==> src/rtl/reg_file_pkg.sv <==
// Shared widths and types for the register file, control unit and ALU wrapper.
// The ALU operand width must match DATA_W.
package reg_file_pkg;
  localparam int DATA_W   = 8;
  localparam int ADDR_W   = 3;
  localparam int NUM_REGS = 1 << ADDR_W;

  typedef logic [ADDR_W-1:0] reg_addr_t;
  typedef logic [DATA_W-1:0] reg_data_t;
endpackage

==> src/rtl/reg_file_if.sv <==
// Write-back and dual read bus between the control/ALU side and the register file.
// Purely combinational signals; there is no handshake and no backpressure.
interface reg_file_if;
  import reg_file_pkg::*;

  reg_data_t in_dat;
  reg_addr_t in_address;
  logic      write;
  reg_addr_t out1_address;
  reg_addr_t out2_address;
  reg_data_t out1_dat;
  reg_data_t out2_dat;
  logic      out1_valid;
  logic      out2_valid;

  modport master (
    output in_dat, in_address, write, out1_address, out2_address,
    input  out1_dat, out2_dat, out1_valid, out2_valid
  );

  modport slave (
    input  in_dat, in_address, write, out1_address, out2_address,
    output out1_dat, out2_dat, out1_valid, out2_valid
  );
endinterface

==> src/rtl/reg_file_read_port.sv <==
// One read port: address mux over the storage array plus optional write forwarding.
// Latency: zero cycles (combinational); no backpressure.
module reg_read_port
  import reg_file_pkg::*;
#(
  parameter bit BYPASS = 1'b0
) (
  input  reg_data_t           mem [NUM_REGS],
  input  logic [NUM_REGS-1:0] valid,
  input  logic                wr_en,
  input  reg_addr_t           wr_addr,
  input  reg_data_t           wr_dat,
  input  reg_addr_t           rd_addr,
  output reg_data_t           rd_dat,
  output logic                rd_valid
);
  always_comb begin
    rd_dat   = mem[rd_addr];
    rd_valid = valid[rd_addr];
    // wr_en already excludes reset, so a discarded write is never forwarded
    if (BYPASS && wr_en && (wr_addr == rd_addr)) begin
      rd_dat   = wr_dat;
      rd_valid = 1'b1;
    end
  end
endmodule

==> src/rtl/reg_file.sv <==
// 8x8 register file with one write-back port and two combinational ALU operand ports.
// Latency: reads zero-cycle, writes visible after the edge; no backpressure.
module reg_file
  import reg_file_pkg::*;
#(
  parameter bit BYPASS = 1'b0
) (
  input  logic       clk,
  input  logic       reset,
  reg_file_if.slave  rf
);
  reg_data_t           mem [NUM_REGS];
  logic [NUM_REGS-1:0] valid;
  logic                wr_en;

  assign wr_en = rf.write && !reset;

  always_ff @(posedge clk) begin
    if (reset) begin
      for (int i = 0; i < NUM_REGS; i++) begin
        mem[i] <= '0;
      end
      valid <= '0;
    end else if (rf.write) begin
      mem[rf.in_address]   <= rf.in_dat;
      valid[rf.in_address] <= 1'b1;
    end
  end

  reg_read_port #(.BYPASS(BYPASS)) u_port1 (
    .mem      (mem),
    .valid    (valid),
    .wr_en    (wr_en),
    .wr_addr  (rf.in_address),
    .wr_dat   (rf.in_dat),
    .rd_addr  (rf.out1_address),
    .rd_dat   (rf.out1_dat),
    .rd_valid (rf.out1_valid)
  );

  reg_read_port #(.BYPASS(BYPASS)) u_port2 (
    .mem      (mem),
    .valid    (valid),
    .wr_en    (wr_en),
    .wr_addr  (rf.in_address),
    .wr_dat   (rf.in_dat),
    .rd_addr  (rf.out2_address),
    .rd_dat   (rf.out2_dat),
    .rd_valid (rf.out2_valid)
  );
endmodule

==> src/flat_wrapper.sv <==
// flat-port wrapper written by rule: the top's interface ports become plain ports
module reg_file_flat import reg_file_pkg::*;
#(
  parameter bit BYPASS = 1'b0
)
  (clk, reset, rf_in_dat, rf_in_address, rf_write, rf_out1_address, rf_out2_address, rf_out1_dat, rf_out2_dat, rf_out1_valid, rf_out2_valid);
  reg_file_if rf_i ();
  input  logic clk;
  input  logic reset;
  input wire logic [$bits(rf_i.in_dat)-1:0] rf_in_dat;
  input wire logic [$bits(rf_i.in_address)-1:0] rf_in_address;
  input wire logic [$bits(rf_i.write)-1:0] rf_write;
  input wire logic [$bits(rf_i.out1_address)-1:0] rf_out1_address;
  input wire logic [$bits(rf_i.out2_address)-1:0] rf_out2_address;
  output wire logic [$bits(rf_i.out1_dat)-1:0] rf_out1_dat;
  output wire logic [$bits(rf_i.out2_dat)-1:0] rf_out2_dat;
  output wire logic [$bits(rf_i.out1_valid)-1:0] rf_out1_valid;
  output wire logic [$bits(rf_i.out2_valid)-1:0] rf_out2_valid;
  assign rf_i.in_dat = rf_in_dat;
  assign rf_i.in_address = rf_in_address;
  assign rf_i.write = rf_write;
  assign rf_i.out1_address = rf_out1_address;
  assign rf_i.out2_address = rf_out2_address;
  assign rf_out1_dat = rf_i.out1_dat;
  assign rf_out2_dat = rf_i.out2_dat;
  assign rf_out1_valid = rf_i.out1_valid;
  assign rf_out2_valid = rf_i.out2_valid;
  reg_file #(.BYPASS(BYPASS)) u_core (.clk(clk), .reset(reset), .rf(rf_i));
endmodule
==> config.mk <==
export PLATFORM = sky130hd
export DESIGN_NAME = reg_file_flat
export DESIGN_NICKNAME = d
export VERILOG_FILES = /design/src/rtl/reg_file_pkg.sv /design/src/rtl/reg_file_if.sv /design/src/rtl/reg_file_read_port.sv /design/src/rtl/reg_file.sv /design/src/flat_wrapper.sv
export SDC_FILE = /design/constraint.sdc
export NUM_CORES = 1
export LEC_CHECK = 0
export CORE_MARGIN = 5
export CORE_UTILIZATION = 45
export DETAILED_ROUTE_END_ITERATION = 10
export PLACE_DENSITY = 0.74
export SYNTH_ARGS = -nofsm -noshare
export SYNTH_HDL_FRONTEND = slang
export SYNTH_HIERARCHICAL = 1
export SYNTH_SLANG_ARGS = --single-unit
==> constraint.sdc <==
create_clock -name clk -period 3.35 [get_ports clk]
set_input_delay 0.335 -clock clk [delete_from_list [all_inputs] [get_ports clk]]
set_output_delay 0.335 -clock clk [all_outputs]
set_load 0.05 [all_outputs]
==> results.md, run 1 <==
| Result | Value | Unit |
|:---|:---|:---|
| Drt first pass iters | 4 | - |
| Ports placed on the boundary | 38 | - |
| Final critical-path share of the clock period | 76.5 | % |
| Final routed wirelength across all metal layers | 9260 | µm |
| Worst slew pin tran | 0.877 | ns |
| Maximum count of clock buffers along a single path | 2 | - |
| Clock sink count | 72 | - |
| First-pass GRT wire length | 14,500 | µm |
| DP Wirelength | 5990 | µm |
| Die area | 11,100 | µm² |
| Net count of the mapped netlist | 348 | - |
| Effective utilization at floorplan | 46.5 | % |
| Height of the die | 105 | µm |
| # setup viols final | 0 | - |
| Ant diodes | 0 | - |
| Start-to-end type of the worst setup path | primary input to output port | - |
| Number of warnings issued by yosys | 6 | - |
| Number of antenna violations at the first check in global routing | 0 | - |
| Shortest period the worst path allows | 2.56 | ns |
| Max-slew headroom at the worst pin | 41.2 | % |
| CP max FO | 18 | - |
| Min-delay worst type | flip-flop to flip-flop | - |
| Clk slew on worst S/H paths | 0.07 | ns |
| Storage cell area | 1440 | µm² |
| Core area | 8760 | µm² |
| Total number of vias | 2,662 | - |
| Congestion Overflow GR | 0 | - |
| Number of fill cells | 777 | - |
| Total negative slack | 0 | ns |
| Number of buffers inserted for hold repair after clock tree synthesis | 0 | - |
| Run status | completed | - |
| Setup fix buffers added after clock tree synthesis | 0 | - |
| GRT Overall Usage | 16.8 | % |
| Unrepaired setup endpoints after global routing | false | - |
| Clock root buffer master | sky130_fd_sc_hd__clkbuf_8 | - |
| Reported leakage power | 2.20 | nW |
| Post-route DRC violation count | 0 | - |
| Number of global-route vias before repair | 2,701 | - |
| Final #Nets | 365 | - |
| CP endpoint kind | output port | - |
| Initial drt markers | 98 | - |
| Data required time at the worst endpoint | 3.01 | ns |
| TritonCTS clock tree | done | - |
| Final number of hold-violating endpoints | 0 | - |
| Pin count of the biggest net entering global routing | 56 | - |
| Fraction of final layout cells sized beyond drive strength 1 | 18.0 | % |
| Clock insertion delay at the later pin of the skew report | 0.34 | ns |
| Multi-input gate area | 2380 | µm² |
| Final setup skew | 0 | ns |
| Die Wd | 105 | µm |
| Setup slack, reg-to-reg | 2.63 | ns |
| Worst slack at placement | 0.823 | ns |
| Std cell rows | 34 | - |
| # resized after CTS | 0 | - |
| Routed len/inst | 20.2 | µm |
| Port Buffer Count | 37 | - |
| Layout Area Growth over Synthesis | 12.8 | % |
| Avg Cell Area, Syn | 12.4 | µm² |
| CP startpoint kind | primary input | - |
| Final slew viol count | 0 | - |
| Power density over cell area | 405 | nW/µm² |
| Via-to-Cell Ratio | 5.81 | - |
| Mapped cell area | 4070 | µm² |
| Global placement routability congestion | 0.750 | - |
| Maximum resistive drop on vdd | 0.000210 | V |
| CTS Buf Count | 9 | - |
| Reported max-cap violation count | 0 | - |
| Post-detailed-route count of antenna-violating nets | 0 | - |
| Worst path arrival time | 2.23 | ns |
| Least setup slack across all paths after layout | 0.789 | ns |
| Highest achievable clock rate | 390 | MHz |
| Gate count after technology mapping | 328 | - |
| Number of H-tree branching levels | 3 | - |
[layer usage]
layer,vias up,GRT usage [%],routed length (µm),part of all wire (%)
met1,1345,20.4,4040,44
met2,68,28.8,4690,51
met5,-,0,0,0
met4,0,5.30,180,1.9
li1,1236,-,-,-
met3,13,4.87,351,3.8
[critical path, stage by stage]
cell                              delay [ns]
sky130_fd_sc_hd__clkdlybuf4s50_1        0.45
sky130_fd_sc_hd__buf_4                  0.31
sky130_fd_sc_hd__mux4_1                 0.62
sky130_fd_sc_hd__mux2_2                 0.30
sky130_fd_sc_hd__buf_4                  0.20
[stage by stage]
stage	power (mW)	hold slack, ns	utilization [%]	std cells	instance area [µm²]
after floorplan	1.07	0.429	-	328	4070
after global placement	1.12	0.439	49.9	442	4370
after detailed placement	1.13	0.448	49.9	442	4370
after CTS	1.88	0.457	52.4	458	4590
after global routing	1.93	0.481	52.4	458	4590
final	1.86	0.456	52.4	458	4590
[registers in the layout, summed over array words and instances (netlist names)]
name	count
u_core/mem	64
u_core/valid	8
[area by class of cell]
cell class | count | share of cell area (%)
Inverter | 8 | 0.654
Multi-Input combinational cell | 208 | 51.8
Clock inverter | 6 | 1.80
Sequential cell | 72 | 31.4
Tap cell | 108 | 2.94
Timing Repair Buffer | 46 | 8.44
Clock buffer | 10 | 3.00
[final timing paths]
path | from | end | depth (start not counted)
worst min register to register | u_core/valid[3] | u_core/valid[3] | 2
worst max register to register | u_core/mem[3] | u_core/mem[3] | 2
worst max-delay path | rf_out2_address[0] | rf_out2_dat[1] | 5
worst min-delay path | u_core/valid[3] | u_core/valid[3] | 2
[cell usage in the layout (no fill, tap or decap)]
cell / count
sky130_fd_sc_hd__a21oi_1: 8
sky130_fd_sc_hd__nand2b_1: 72
sky130_fd_sc_hd__nand4b_1: 3
sky130_fd_sc_hd__clkdlybuf4s50_1: 18
sky130_fd_sc_hd__buf_2: 1
sky130_fd_sc_hd__nand4bb_1: 3
sky130_fd_sc_hd__bufinv_16: 2
sky130_fd_sc_hd__clkbuf_8: 10
sky130_fd_sc_hd__clkinvlp_4: 1
sky130_fd_sc_hd__mux4_1: 36
sky130_fd_sc_hd__or4b_4: 1
sky130_fd_sc_hd__buf_4: 27
sky130_fd_sc_hd__mux2_2: 18
sky130_fd_sc_hd__and4b_1: 1
sky130_fd_sc_hd__mux2i_1: 64
sky130_fd_sc_hd__nor4bb_1: 1
sky130_fd_sc_hd__nand4_1: 1
sky130_fd_sc_hd__clkinv_2: 3
sky130_fd_sc_hd__dfxtp_1: 72
sky130_fd_sc_hd__inv_1: 8
[power breakdown]
part           switching (mW)  internal [mW]  total, mW
Combinational           0.115          0.106      0.221
Sequential             0.0140          0.876      0.890
Clock                   0.313          0.435      0.748
(Power assumes the default switching activity.)
==> run 2: changes to the inputs <==
==> constraint.sdc (replaced) <==
create_clock -name clk -period 2.5 [get_ports clk]
set_input_delay 0.25 -clock clk [delete_from_list [all_inputs] [get_ports clk]]
set_output_delay 0.25 -clock clk [all_outputs]
set_load 0.05 [all_outputs]
==> run 2 against run 1 <==
Highest routed layer unchanged; critical path type unchanged; global-route usage rose by 0.25 points; wire length fell by 2.5%; setup slack got worse by 0.54 ns; clock power rose by 18%; final cell count rose by 1.3%; sequential power rose by 34%; first-iteration DRC count fell by 29%; via count fell by 1.2%; flip-flop and latch count did not move; combinational power rose by 37%; largest power group unchanged.
==> results.md, run 2 (synthesized netlist as in run 1, its figures left out) <==
| Result | Value | Unit |
|:---|:---|:---|
| Run status | completed | - |
| Number of fill cells | 760 | - |
| Ant diodes | 0 | - |
| Clock sink count | 72 | - |
| DP Wirelength | 6010 | µm |
| Met3 global-route usage | 5.24 | % |
| Unrepaired setup endpoints after global routing | false | - |
| Grt peak-use layer | met2 | - |
| Number of buffers inserted for hold repair after clock tree synthesis | 0 | - |
| Number of antenna violations at the first check in global routing | 0 | - |
| Post-layout power | 2.37 | mW |
| # resized after CTS | 0 | - |
| Ports placed on the boundary | 38 | - |
| Min-delay worst type | primary input to flip-flop | - |
| WHS Path Cells | 2 | - |
| Congestion Overflow GR | 0 | - |
| Initial drt markers | 70 | - |
| Clk slew on worst S/H paths | 0.08 | ns |
| Worst slew pin tran | 0.614 | ns |
| GRT Overall Usage | 17.1 | % |
| Post-route DRC violation count | 0 | - |
| Port Buffer Count | 37 | - |
| Post-detailed-route count of antenna-violating nets | 0 | - |
| Final slew viol count | 0 | - |
| Highest-count cells in the layout ignoring fill and taps | sky130_fd_sc_hd__nand2b_1 (72), sky130_fd_sc_hd__dfxtp_1 (72), sky130_fd_sc_hd__mux2i_1 (64) | - |
| Worst path arrival time | 2.00 | ns |
| Total internal power | 1.74 | mW |
| Drt first pass iters | 4 | - |
| Sequential cell fraction of total power | 50.2 | % |
| Fraction of power spent switching nets | 26.6 | % |
| Reported max-cap violation count | 0 | - |
| Final routed wirelength across all metal layers | 9030 | µm |
| Global Route met1 Usage | 20.8 | % |
| Routed len/inst | 19.5 | µm |
| Number of H-tree branching levels | 3 | - |
| Global routing met2 resource utilization | 28.9 | % |
| Setup fix buffers added after clock tree synthesis | 0 | - |
| Final critical-path share of the clock period | 90.1 | % |
| Reported leakage power | 2.21 | nW |
| Fraction of final layout cells sized beyond drive strength 1 | 19.4 | % |
| Combinational cell fraction of total power | 12.7 | % |
| Layout Area Growth over Synthesis | 13.8 | % |
| Number of cells on the worst reg-to-reg path | 2 | - |
| Die Wd | 105 | µm |
| Number of global-route vias before repair | 2,731 | - |
| First-pass GRT wire length | 14,700 | µm |
| CP endpoint kind | output port | - |
| Biggest register | u_core/mem | - |
| CP startpoint kind | primary input | - |
| P_sw | 0.632 | mW |
| Storage cell area | 1440 | µm² |
| Final #Nets | 371 | - |
| Max-slew headroom at the worst pin | 59.0 | % |
| Data required time at the worst endpoint | 2.25 | ns |
| Top Registers | u_core/mem (64), u_core/valid (8) | - |
| Height of the die | 105 | µm |
| Start-to-end type of the worst setup path | primary input to output port | - |
| Die area | 11,100 | µm² |
| # setup viols final | 0 | - |
| Shortest period the worst path allows | 2.25 | ns |
| Multi-input gate area | 2380 | µm² |
| Least setup slack across all paths after layout | 0.247 | ns |
| Effective utilization at floorplan | 46.5 | % |
| Clock root buffer master | sky130_fd_sc_hd__clkbuf_8 | - |
| Max FFs per register | 64 | - |
| Power density over cell area | 512 | nW/µm² |
| TritonCTS clock tree | done | - |
| Std cell rows | 34 | - |
| Final setup skew | 0 | ns |
| CP max FO | 18 | - |
| CTS Buf Count | 9 | - |
| Pin count of the biggest net entering global routing | 45 | - |
| Final number of hold-violating endpoints | 0 | - |
| Global placement routability congestion | 0.755 | - |
| Highest achievable clock rate | 444 | MHz |
| Maximum resistive drop on vdd | 0.000225 | V |
| Core area | 8760 | µm² |
| Post-Route Utilization | 52.9 | % |
| Via-to-Cell Ratio | 5.67 | - |
| Clock network fraction of design power | 37.1 | % |
| Total negative slack | 0 | ns |
| Total number of vias | 2,629 | - |
| Worst slack at placement | 0.240 | ns |
| Maximum count of clock buffers along a single path | 2 | - |
| Clock insertion delay at the later pin of the skew report | 0.35 | ns |
run 2: cell count changes in the layout (fill, tap and decap cells not counted):
cell	previous run	this run
sky130_fd_sc_hd__clkinv_4	0	1
sky130_fd_sc_hd__inv_6	0	1
sky130_fd_sc_hd__buf_12	0	2
sky130_fd_sc_hd__clkinvlp_4	1	3
sky130_fd_sc_hd__clkbuf_8	10	11
sky130_fd_sc_hd__buf_4	27	31
sky130_fd_sc_hd__bufinv_16	2	0
sky130_fd_sc_hd__clkinv_2	3	0
run 2: per-layer routing:
metal	up-vias	wire, µm
met5	-	0
met4	0	146
met3	11	364
met2	44	4540
met1	1323	3980
li1	1251	-
run 2: layout make-up:
| class | count | share of cell area, % |
|---|---|---|
| Clock buffer | 11 | 3.27 |
| Sequential cell | 72 | 31.1 |
| Inverter | 8 | 0.648 |
| Clock inverter | 5 | 0.864 |
| Timing Repair Buffer | 52 | 9.88 |
| Tap cell | 108 | 2.91 |
| Multi-Input combinational cell | 208 | 51.3 |
run 2: power by group through the flow:
stage	sequential, mW	combinational (mW)	clock, mW
2_1_floorplan	1.21	0.224	0
3_3_place_gp	1.22	0.299	0
3_5_place_dp	1.22	0.303	0
4_1_cts	1.19	0.304	0.898
5_1_grt	1.20	0.320	0.958
6_report	1.19	0.302	0.880
run 2: worst paths after layout:
| path | slack (ns) | endpoint | from |
|---|---|---|---|
| worst min-delay path | 0.43 | u_core/valid[2] | reset |
| worst max register to register | 1.83 | u_core/mem[58] | u_core/mem[58] |
| worst min register to register | 0.46 | u_core/valid[2] | u_core/valid[2] |
| worst max-delay path | 0.25 | rf_out1_dat[1] | rf_out1_address[0] |
run 2: critical path, cell delays in order:
cell and delay (ns):
sky130_fd_sc_hd__clkdlybuf4s50_1 0.50, sky130_fd_sc_hd__buf_12 0.19, sky130_fd_sc_hd__mux4_1 0.57, sky130_fd_sc_hd__mux2_2 0.29
sky130_fd_sc_hd__buf_4 0.19
run 2: metrics by stage:
stage          cell area, µm²  hold slack (ns)  cells
2_1_floorplan            4070            0.429    328
3_5_place_dp             4440            0.450    448
5_1_grt                  4640            0.476    464
3_3_place_gp             4440            0.438    448
6_report                 4640            0.434    464
4_1_cts                  4640            0.425    464
==> run 3: changes to the inputs <==
--- a/config.mk
+++ b/config.mk
@@ -5,10 +5,10 @@
 export SDC_FILE = /design/constraint.sdc
 export NUM_CORES = 1
 export LEC_CHECK = 0
-export CORE_MARGIN = 5
 export CORE_UTILIZATION = 45
+export CTS_CLUSTER_SIZE = 12
 export DETAILED_ROUTE_END_ITERATION = 10
-export PLACE_DENSITY = 0.74
+export PLACE_DENSITY_LB_ADDON = 0.1
 export SYNTH_ARGS = -nofsm -noshare
 export SYNTH_HDL_FRONTEND = slang
 export SYNTH_HIERARCHICAL = 1
==> run 3 against run 2 <==
Count of clock-buffer cells in the layout did not move; critical path type unchanged; clock power rose by 8.9%; flip-flop and latch count did not move; wire length rose by 1.6%; maximum frequency fell by 0.84%; critical endpoint is now rf_out2_dat[1].
==> results.md, run 3 (synthesized netlist as in run 1, its figures left out) <==
| Result | Value | Unit |
|:---|:---|:---|
| CTS Buf Count | 9 | - |
| Clock sink count | 72 | - |
| Pin count of the biggest net entering global routing | 57 | - |
| Slowest cell delay on critical path | 0.57 | ns |
| Port Buffer Count | 37 | - |
| Final routed wirelength across all metal layers | 9180 | µm |
| CP max FO | 18 | - |
| Number of placed instances, taps included | 447 | - |
| Height of the die | 97.1 | µm |
| Grt peak-use layer | met2 | - |
| Highest achievable clock rate | 440 | MHz |
| Post-detailed-route count of antenna-violating nets | 0 | - |
| Storage cell area | 1440 | µm² |
| Met3 global-route usage | 4.82 | % |
| Final Cell Area | 4660 | µm² |
| Reported leakage power | 2.22 | nW |
| Global placement routability congestion | 0.695 | - |
| Cell with the largest stage delay on the worst path | sky130_fd_sc_hd__mux4_1 | - |
| Run status | completed | - |
| Start-to-end type of the worst setup path | primary input to output port | - |
| Drt first pass iters | 4 | - |
| Max FFs per register | 64 | - |
| Die Wd | 97.1 | µm |
| Maximum count of clock buffers along a single path | 2 | - |
| Number of antenna violations at the first check in global routing | 0 | - |
| TritonCTS clock tree | done | - |
| Ant diodes | 0 | - |
| GRT Overall Usage | 20.4 | % |
| Final #Nets | 370 | - |
| Top Registers | u_core/mem (64), u_core/valid (8) | - |
| Std cell rows | 34 | - |
| Maximum resistive drop on vdd | 0.000243 | V |
| Clk slew on worst S/H paths | 0.08 | ns |
| # setup viols final | 0 | - |
| Final critical-path share of the clock period | 90.9 | % |
| Die area | 9440 | µm² |
| CP cell instances | clkdlybuf4s50_1 -> buf_12 -> mux4_1 -> mux2_2 -> buf_4 | - |
| Via-to-Cell Ratio | 5.62 | - |
| Final number of hold-violating endpoints | 0 | - |
| Power density over cell area | 527 | nW/µm² |
| Congestion Overflow GR | 0 | - |
| Reported max-cap violation count | 0 | - |
| CP startpoint kind | primary input | - |
| Shortest period the worst path allows | 2.27 | ns |
| CP endpoint kind | output port | - |
| Max-slew headroom at the worst pin | 58.5 | % |
| Non-filler instance count after layout | 463 | - |
| Clock insertion delay at the later pin of the skew report | 0.34 | ns |
| Total negative slack | 0 | ns |
| Global Route met1 Usage | 24.8 | % |
| Worst slew pin tran | 0.620 | ns |
| # resized after CTS | 0 | - |
| Multi-input gate area | 2380 | µm² |
| Worst slack at placement | 0.226 | ns |
| Data required time at the worst endpoint | 2.25 | ns |
| Final setup skew | 0 | ns |
| Clock root buffer master | sky130_fd_sc_hd__clkbuf_8 | - |
| Highest-count cells in the layout ignoring fill and taps | sky130_fd_sc_hd__nand2b_1 (72), sky130_fd_sc_hd__dfxtp_1 (72), sky130_fd_sc_hd__mux2i_1 (64) | - |
| Fraction of final layout cells sized beyond drive strength 1 | 19.2 | % |
| Number of buffers inserted for hold repair after clock tree synthesis | 0 | - |
| Effective utilization at floorplan | 46.5 | % |
| Post-route DRC violation count | 0 | - |
| Worst path arrival time | 2.02 | ns |
| Initial drt markers | 96 | - |
| Min-delay worst type | flip-flop to flip-flop | - |
| Ports placed on the boundary | 38 | - |
| Biggest register | u_core/mem | - |
| Layout Area Growth over Synthesis | 14.3 | % |
| DP Wirelength | 5880 | µm |
| Number of fill cells | 769 | - |
| Routed len/inst | 19.8 | µm |
| First-pass GRT wire length | 14,400 | µm |
| Number of H-tree branching levels | 3 | - |
| WHS Path Cells | 2 | - |
| Setup fix buffers added after clock tree synthesis | 0 | - |
| Post-Route Utilization | 53.1 | % |
| Number of global-route vias before repair | 2,540 | - |
| Unrepaired setup endpoints after global routing | false | - |
| Core area | 8760 | µm² |
| Number of cells on the worst reg-to-reg path | 2 | - |
| Final slew viol count | 0 | - |
| Total number of vias | 2,604 | - |
| Cell area reported after detailed placement | 4450 | µm² |
| Least setup slack across all paths after layout | 0.228 | ns |
| Global routing met2 resource utilization | 36.2 | % |
[run 3: final cells by class]
class	count	area share (%)
Multi-Input combinational cell	208	51.1
Sequential cell	72	31.0
Timing Repair Buffer	51	9.94
Clock buffer	11	3.25
Tap cell	108	2.90
Clock inverter	5	1.18
Inverter	8	0.645
[run 3: stage by stage]
step	total power, mW	hold WS, ns
finish	2.45	0.459
global route	2.55	0.480
detailed placement	1.52	0.451
floorplan	1.44	0.429
global placement	1.52	0.439
CTS	2.48	0.459
[run 3: layer usage]
layer  share of wire (%)  vias to the layer above  routed length [µm]
met3                 3.1                        4                 284
met5                   0                        -                   0
met2                  52                       43                4750
li1                    -                     1247                   -
met4                0.76                        0                  70
met1                  44                     1310                4080
[run 3: final timing paths]
| check | slack, ns | startpoint | endpoint |
|---|---|---|---|
| max | 0.23 | rf_out2_address[0] | rf_out2_dat[1] |
| min | 0.46 | u_core/valid[7] | u_core/valid[7] |
| max reg2reg | 1.86 | u_core/mem[3] | u_core/mem[3] |
| min reg2reg | 0.46 | u_core/valid[7] | u_core/valid[7] |
[run 3: report_power, final]
group          switching [mW]  internal (mW)
combinational           0.154          0.151
sequential             0.0182           1.17
clock                   0.446          0.512
total                   0.619           1.84
[run 3: worst max-delay path, delay by kind of cell]
kind	cells	cell delay (ns)
buf+inv	3	0.89
mux	2	0.87
